[config.mk]
export PLATFORM = sky130hd
export DESIGN_NAME = wrt_buf_d_flat
export DESIGN_NICKNAME = d
export VERILOG_FILES = /design/src/rtl/wrt_buf_d_if.sv /design/src/rtl/wrt_buf_d.sv /design/src/flat_wrapper.sv
export SDC_FILE = /design/constraint.sdc
export NUM_CORES = 1
export LEC_CHECK = 0
export ABC_AREA = 0
export ABC_CLOCK_PERIOD_IN_PS = 22200
export BUFFER_PORTS_ARGS = -buffer_cell sky130_fd_sc_hd__buf_2
export CAP_MARGIN = 30
export CORE_ASPECT_RATIO = 1.75
export CORE_MARGIN = 5
export CORE_UTILIZATION = 35
export CTS_BUF_LIST = sky130_fd_sc_hd__clkbuf_16
export DETAILED_ROUTE_END_ITERATION = 16
export HOLD_SLACK_MARGIN = 0.08
export PLACE_DENSITY_LB_ADDON = 0.08
export SLEW_MARGIN = 10
export SYNTH_ARGS = -nofsm -noshare
export SYNTH_HDL_FRONTEND = slang
export SYNTH_SLANG_ARGS = --single-unit
[constraint.sdc]
create_clock -name clk -period 22.2 [get_ports clk]
set_input_delay 5.55 -clock clk [delete_from_list [all_inputs] [get_ports clk]]
set_output_delay 5.55 -clock clk [all_outputs]
set_load 0.02 [all_outputs]
[src/rtl/wrt_buf_d_if.sv]
// wrt_buf_d_if: write-burst channel between the write-back buffer and the bus bridge
interface wrt_buf_d_if #(parameter int ADDR_W = 32);
  logic              wr_req;
  logic [ADDR_W-1:0] wr_addr;
  logic              wr_rdy;
  logic [31:0]       w_data;
  logic              w_valid;
  logic              w_last;
  logic              w_ready;
  logic              b_valid;
  modport master (output wr_req, wr_addr, w_data, w_valid, w_last, input wr_rdy, w_ready, b_valid);
  modport slave  (input wr_req, wr_addr, w_data, w_valid, w_last, output wr_rdy, w_ready, b_valid);
endinterface

[src/rtl/wrt_buf_d.sv]
// wrt_buf_d: D-cache write-back buffer draining one victim line as a WORDS-beat write burst
module wrt_buf_d #(
  parameter int WORDS  = 16,
  parameter int ADDR_W = 32
) (
  input  logic                  clk,
  input  logic                  rst,
  input  logic                  wbuf_req,
  input  logic [ADDR_W-1:0]     wbuf_addr,
  input  logic [32*WORDS-1:0]   wbuf_line,
  output logic                  wbuf_busy,
  output logic                  wbuf_done,
  wrt_buf_d_if.master           bus
);
  localparam int CW = $clog2(WORDS);
  localparam logic [ADDR_W-1:0] LINE_MASK = ADDR_W'(63);
  typedef enum logic [1:0] {IDLE, REQ, DATA, RESP} state_t;
  state_t              state;
  logic [CW-1:0]       count;
  logic [32*WORDS-1:0] line;
  logic [ADDR_W-1:0]   addr;
  logic                last;
  assign last = count == CW'(WORDS - 1);
  always_ff @(posedge clk or posedge rst)
    if (rst) begin
      state     <= IDLE;
      count     <= '0;
      line      <= '0;
      addr      <= '0;
      wbuf_done <= 1'b0;
    end else begin
      wbuf_done <= 1'b0;
      case (state)
        IDLE: if (wbuf_req) begin
          line  <= wbuf_line;
          addr  <= wbuf_addr & ~LINE_MASK;
          state <= REQ;
        end
        REQ: if (bus.wr_rdy) begin
          count <= '0;
          state <= DATA;
        end
        DATA: if (bus.w_ready) begin
          count <= last ? '0 : count + 1'b1;
          if (last) state <= RESP;
        end
        RESP: if (bus.b_valid) begin
          wbuf_done <= 1'b1;
          state     <= IDLE;
        end
        default: state <= IDLE;
      endcase
    end
  assign wbuf_busy   = state != IDLE;
  assign bus.wr_req  = state == REQ;
  assign bus.wr_addr = addr;
  assign bus.w_valid = state == DATA;
  assign bus.w_data  = bus.w_valid ? line[32*count +: 32] : '0;
  assign bus.w_last  = bus.w_valid && last;
endmodule

[src/flat_wrapper.sv]
// flat-port wrapper written by rule: the top's interface ports become plain ports
module wrt_buf_d_flat 
#(
  parameter int WORDS  = 16,
  parameter int ADDR_W = 32
)
  (clk, rst, wbuf_req, wbuf_addr, wbuf_line, wbuf_busy, wbuf_done, bus_wr_req, bus_wr_addr, bus_w_data, bus_w_valid, bus_w_last, bus_wr_rdy, bus_w_ready, bus_b_valid);
  wrt_buf_d_if #(.ADDR_W(ADDR_W)) bus_i ();
  input  logic clk;
  input  logic rst;
  input  logic wbuf_req;
  input  logic [ADDR_W-1:0] wbuf_addr;
  input  logic [32*WORDS-1:0] wbuf_line;
  output logic wbuf_busy;
  output logic wbuf_done;
  output wire logic [$bits(bus_i.wr_req)-1:0] bus_wr_req;
  output wire logic [$bits(bus_i.wr_addr)-1:0] bus_wr_addr;
  output wire logic [$bits(bus_i.w_data)-1:0] bus_w_data;
  output wire logic [$bits(bus_i.w_valid)-1:0] bus_w_valid;
  output wire logic [$bits(bus_i.w_last)-1:0] bus_w_last;
  input wire logic [$bits(bus_i.wr_rdy)-1:0] bus_wr_rdy;
  input wire logic [$bits(bus_i.w_ready)-1:0] bus_w_ready;
  input wire logic [$bits(bus_i.b_valid)-1:0] bus_b_valid;
  assign bus_wr_req = bus_i.wr_req;
  assign bus_wr_addr = bus_i.wr_addr;
  assign bus_w_data = bus_i.w_data;
  assign bus_w_valid = bus_i.w_valid;
  assign bus_w_last = bus_i.w_last;
  assign bus_i.wr_rdy = bus_wr_rdy;
  assign bus_i.w_ready = bus_w_ready;
  assign bus_i.b_valid = bus_b_valid;
  wrt_buf_d #(.WORDS(WORDS), .ADDR_W(ADDR_W)) u_core (.clk(clk), .rst(rst), .wbuf_req(wbuf_req), .wbuf_addr(wbuf_addr), .wbuf_line(wbuf_line), .wbuf_busy(wbuf_busy), .wbuf_done(wbuf_done), .bus(bus_i));
endmodule
==> flow_summary.ini, run 1 <==
[run_status]
outcome = finished clean

[floorplanning]
num_io_pins = 619
start_util_pct = 35.1
die_h_um = 362
dieArea_um2 = 76300
core_area_um2 = 70400
die_x_um = 211
num_rows = 129

[timing]
hold_viol_final = 0
fmax_mhz = 104
hold_slack_ps = 501
setup_ws_ps = 12560
grt_setup_unrepaired = no
final_max_slew_viol_count = 0
fin_setup_tns_ps = 0
setup_viol = 0
slew_headroom_pct = 29.7
tightest_slew_ps = 1050
period_share_pct = 43.4
period_minus_slack_ps = 9640
clock_skew_ps = 16.4

[setup_path]
rrSetupSlack_ps = 18740
crit_fanout = 49
cp_slowest_cell = dfrtp_4
crit_family = buffers and inverters
worstRegToRegCells = 7
worstSetupPathType = flip-flop to output pin
worstPathCellList = buf_4, mux2i_1, a22oi_1, nand2_1, o22ai_1, buf_2
crit_path_max_incr_delay_ps = 910
r2r_end = u_core.line[20]
start_kind = flip-flop
crit_path_end_kind = output pin
worstPathArrival_ps = 4090
worstPathRequired_ps = 16650
path_buf_inv = 2
timing.rr.start = u_core.state[0]

[clock_tree]
clkLatencyLatePin_ps = 610
cts_resized = 0
hold_buffers = 0
clkSinkCount = 545
clock_path_buffers = 3
cts_tree = yes
htreeDepth = 2
root_buffer = clkbuf_16
cts_buffers = 54
postCtsSetupRepairBufs = 0
clkTransAtPathRegs_ps = 60

[place]
place_congestion = 0.813
pre_cts_slack_ps = 12980
port_buffers = 606
dp_hpwl_um = 62900
dp_cells = 3136

[yosys]
yosysSeqAreaShare_pct = 55.2
syn_inst = 1710
yosysWarnings = 0
synthesis.area_um2 = 24700
synth.distinct_cells = 35
syn_area_per_cell_um2 = 14.5
ys_ff_latch = 545

[drt]
drc = 0
final_antenna_net_count = 0
drt-pass1-iter-count = 6
vias = 16500
drt-total-wl_um = 84800
viasPerCell = 5.04
post_drt_wl_per_cell_um = 25.9
drt_iter0_drc = 939

[final_layout]
layout.nets = 2834
final_layout_size_suffix_gt1_share_pct = 54.6
instances_no_fill = 3278
area_growth_pct = 22.7
final_cell_mix = buf_2 (606), dfrtp_1 (543), mux2_2 (539), mux2i_1 (228), a22oi_1 (100)
final_util_pct = 43.1
layout_commonest_cell = buf_2

[min_path]
hold_path_end = u_core.line[477]
worstHoldStart = u_core.line[477]
hold_path_class = flip-flop to flip-flop
hold_depth = 1

[power_and_ir_drop]
ir_worst_vdd_mv = 0.0722
p_leak_nw = 14.0
p_per_area_nw_per_um2 = 147

[global_route]
grt_pass1_wl_um = 122000
grt_pass1_vias = 18000
overflow = 0
track_usage_pct = 21.7
antenna_found_initial = 70
grt_max_degree = 164

[flow_run]
maxCapViolCount = 0
per-layer routing:
metal  GRT usage [%]  up-vias  wire length [µm]
li1                -     7440                 -
met1            25.3     8298             32200
met2            36.2      559             41400
met3            8.23      179              7240
met4            8.22       56              3630
met5               0        -               357
power breakdown:
part	total (W)	switching, W	internal [W]
Combinational	0.00178	0.000888	0.000897
Sequential	0.00177	0.000265	0.00150
Clock	0.000893	0.000400	0.000493
stage by stage:
| step | area, µm² | total power [W] |
|---|---|---|
| after global placement | 28400 | 0.00354 |
| after detailed placement | 28500 | 0.00362 |
| after CTS | 30200 | 0.00453 |
| after global routing | 30300 | 0.00473 |
| final | 30300 | 0.00445 |
| after floorplan | 24700 | 0.00304 |
worst max path at each step:
stage	depth (start not counted)	slack [ps]	start	end
final	6	12560	u_core.count[0]	bus_w_data[23]
after global routing	6	12310	u_core.count[0]	bus_w_data[17]
after CTS	6	12300	u_core.count[0]	bus_w_data[24]
after detailed placement	6	12980	u_core.count[0]	bus_w_data[24]
after global placement	6	12960	u_core.count[0]	bus_w_data[24]
after floorplan	1	1410	rst	u_core.bus.wr_addr[10]
cells in the mapped netlist, drive strengths merged:
| cell type | count | area (µm²) |
|---|---|---|
| inv | 7 | 26.3 |
| o22ai | 18 | 113 |
| a22o | 1 | 8.76 |
| a31oi | 1 | 6.26 |
| conb | 1 | 3.75 |
| ha | 6 | 75.1 |
| buf | 99 | 703 |
| nand4 | 1 | 6.26 |
| o21ai | 29 | 145 |
| nand4b | 1 | 8.76 |
| o2111ai | 1 | 8.76 |
| o211ai | 1 | 7.51 |
| a32o | 1 | 10.0 |
| clkbuf | 30 | 113 |
| a221oi | 14 | 123 |
| nand2b | 4 | 25.0 |
| nor2 | 2 | 7.51 |
| a22oi | 100 | 751 |
| nor2b | 2 | 12.5 |
| mux2i | 228 | 2280 |
| and2 | 3 | 18.8 |
| nand3 | 1 | 5.00 |
| nand2 | 58 | 218 |
| o32ai | 1 | 8.76 |
| a21oi | 1 | 5.00 |
| mux2 | 539 | 6070 |
| o32a | 1 | 10.0 |
| mux4 | 14 | 315 |
| dfrtp | 545 | 13600 |
cells by family after synthesis:
family                   synth area share [%]
AND/OR/NAND/NOR                          1.22
other                                  0.0152
AO/OA/AOI/OAI                            4.84
multiplexers                             35.1
adder cells (fa/ha/maj)                 0.304
buffers and inverters                    3.41
flip-flops                               55.2
state kept, by name (all words and copies together), names as in the netlist:
| register | flops |
|---|---|
| u_core.bus.wr_addr | 26 |
| u_core.state | 2 |
| u_core.line | 512 |
| u_core.wbuf_done | 1 |
| u_core.count | 4 |
cell type report:
type / count / area (µm²)
flip-flops and latches: 545 / 13600
multi-input cells: 1034 / 10300
clock inverters: 45 / 298
diodes: 39 / 97.6
clock buffers: 55 / 1380
well taps: 917 / 1150
inverters: 7 / 33.8
fillers: 6764 / 40000
repair buffers: 636 / 3440
Note: power is estimated with default switching activity, not from simulation.
==> run 2, diff against run 1 <==
--- a/config.mk
+++ b/config.mk
@@ -6,7 +6,7 @@
 export NUM_CORES = 1
 export LEC_CHECK = 0
 export ABC_AREA = 0
-export ABC_CLOCK_PERIOD_IN_PS = 22200
+export ABC_CLOCK_PERIOD_IN_PS = 9720
 export BUFFER_PORTS_ARGS = -buffer_cell sky130_fd_sc_hd__buf_2
 export CAP_MARGIN = 30
 export CORE_ASPECT_RATIO = 1.75
==> constraint.sdc (replaced) <==
create_clock -name clk -period 9.72 [get_ports clk]
set_input_delay 2.43 -clock clk [delete_from_list [all_inputs] [get_ports clk]]
set_output_delay 2.43 -clock clk [all_outputs]
set_load 0.02 [all_outputs]
==> run 2 against run 1 <==
Net effect: sequential power rose by 130%; critical path type unchanged; total power rose by 130%; register-to-register slack got worse by 12000 ps; sequential share of layout area rose by 0.17 points; first-iteration DRC count fell by 17%; utilization fell by 0.16 points; non-clock buffer count fell by 6; clock power rose by 120%.
==> flow_summary.ini, run 2 (synthesis gave the netlist of run 1 again) <==
[run_status]
outcome = finished clean

[final_layout]
n_fill_cell = 6798
multi_input_area_um2 = 10300
seqCellArea_um2 = 13600
finish.instance_area_um2 = 30200
layout_commonest_cell = buf_2
layout.nets = 2829
regMostFlops = u_core.line
final_cell_mix = buf_2 (607), dfrtp_1 (543), mux2_2 (539), mux2i_1 (228), a22oi_1 (100)
area_growth_pct = 22.3
final_layout_size_suffix_gt1_share_pct = 54.4
largest_register_ffs = 512

[setup_path]
start_kind = flip-flop
timing.rr.start = u_core.state[0]
cpMostUsedCell = buf_4
worstPathArrival_ps = 4020
worstPathCellList = buf_4, nor2b_4, buf_4, a221oi_1, o21ai_0, o21ai_1, buf_2
worstRegToRegCells = 6
rrSetupSlack_ps = 6800
crit_path_max_incr_delay_ps = 1060
r2r_end = u_core.line[84]
crit_fanout = 42
worstSetupPathType = flip-flop to output pin
cp_slowest_cell = a221oi_1
worstPathRequired_ps = 7290
crit_path_end_kind = output pin

[timing]
hold_slack_ps = 502
setup_viol = 0
clock_skew_ps = 25.8
fmax_mhz = 155
period_minus_slack_ps = 6450
hold_viol_final = 0
grt_setup_unrepaired = no
slew_headroom_pct = 20.8
final_max_slew_viol_count = 0
tightest_slew_ps = 1190
period_share_pct = 66.4

[global_route]
track_usage_pct = 21.7
grt_pass1_wl_um = 123000
overflow = 0
grt_max_degree = 192
grt_pass1_vias = 18300
antenna_found_initial = 74

[power_and_ir_drop]
netSwitchingPower_w = 0.00358
p_per_area_nw_per_um2 = 336
total_power_w = 0.0102
seqPwrFrac_pct = 39.5
clkPwrFrac_pct = 19.6
ir_worst_vdd_mv = 0.172
internal_power_w = 0.00658
p_sw_share_pct = 35.2
power_frac_comb_pct = 40.9
p_leak_nw = 13.9

[clock_tree]
cts_buffers = 55
postCtsSetupRepairBufs = 0
root_buffer = clkbuf_16
htreeDepth = 2
cts_tree = yes
clock_path_buffers = 3
clkTransAtPathRegs_ps = 60
cts_resized = 0
clkLatencyLatePin_ps = 610
hold_buffers = 0
clkSinkCount = 545

[place]
port_buffers = 606
dp_hpwl_um = 63300
placed_cell_area_um2 = 28400
place_congestion = 0.808

[floorplanning]
die_x_um = 211
dieArea_um2 = 76300
core_area_um2 = 70400
die_h_um = 362
start_util_pct = 35.1
num_rows = 129
num_io_pins = 619

[min_path]
worstHoldStart = u_core.line[444]
hold_path_end = u_core.line[444]
hold_depth = 1
hold_path_class = flip-flop to flip-flop

[drt]
final_antenna_net_count = 0
vias = 16600
drt_iter0_drc = 784
drt-pass1-iter-count = 5
drc = 0
drt-total-wl_um = 85700
post_drt_wl_per_cell_um = 26.2
viasPerCell = 5.08

[flow_run]
maxCapViolCount = 0
## run 2: metal layers
metal	GRT usage (%)	up-vias	part of all wire, %
met5	0	-	0.42
met4	9.64	58	4.8
met3	8.44	192	8.9
met2	36.2	582	49
met1	24.6	8334	37
li1	-	7435	-
## run 2: area by class of cell
class                           instances  share of cell area [%]
Sequential cell                       545                    45.1
Multi-Input combinational cell       1034                    34.1
Timing Repair Buffer                  630                    11.2
Clock buffer                           56                    4.64
Tap cell                              917                    3.80
Clock inverter                         43                   0.803
Antenna cell                           36                   0.298
Inverter                                7                  0.0994
## run 2: worst max-delay path by stage
stage	to	slack, ps	startpoint
after global routing	bus_w_data[21]	3000	u_core.count[2]
final	bus_w_data[21]	3270	u_core.count[2]
after global placement	bus_w_data[20]	3580	u_core.count[2]
after floorplan	u_core.bus.wr_addr[10]	-120	rst
after CTS	bus_w_data[21]	3080	u_core.count[2]
after detailed placement	bus_w_data[21]	3770	u_core.count[2]
## run 2: power by group through the flow
stage / combinational (W) / clock, W / sequential (W)
2_1_floorplan: 0.00300 / 0 / 0.00394
3_3_place_gp: 0.00411 / 0 / 0.00403
3_5_place_dp: 0.00425 / 0 / 0.00406
4_1_cts: 0.00427 / 0.00207 / 0.00402
5_1_grt: 0.00450 / 0.00216 / 0.00415
6_report: 0.00415 / 0.00199 / 0.00401
## run 2: metrics by stage
stage | setup slack (ps) | util [%] | setup TNS, ps | cells
6_report | 3270 | 43.0 | 0 | 3268
5_1_grt | 3000 | 42.9 | 0 | 3251
4_1_cts | 3080 | 42.7 | 0 | 3230
3_5_place_dp | 3770 | 40.4 | 0 | 3131
3_3_place_gp | 3580 | 40.3 | 0 | 3128
2_1_floorplan | -124 | - | -67530 | 1715
## run 2: worst max-delay path, delay by kind of cell, from the launching register on
kind	cells	cell delay, ps
simple gates	1	320
flops	1	380
buf+inv	3	860
compound gates	3	1750
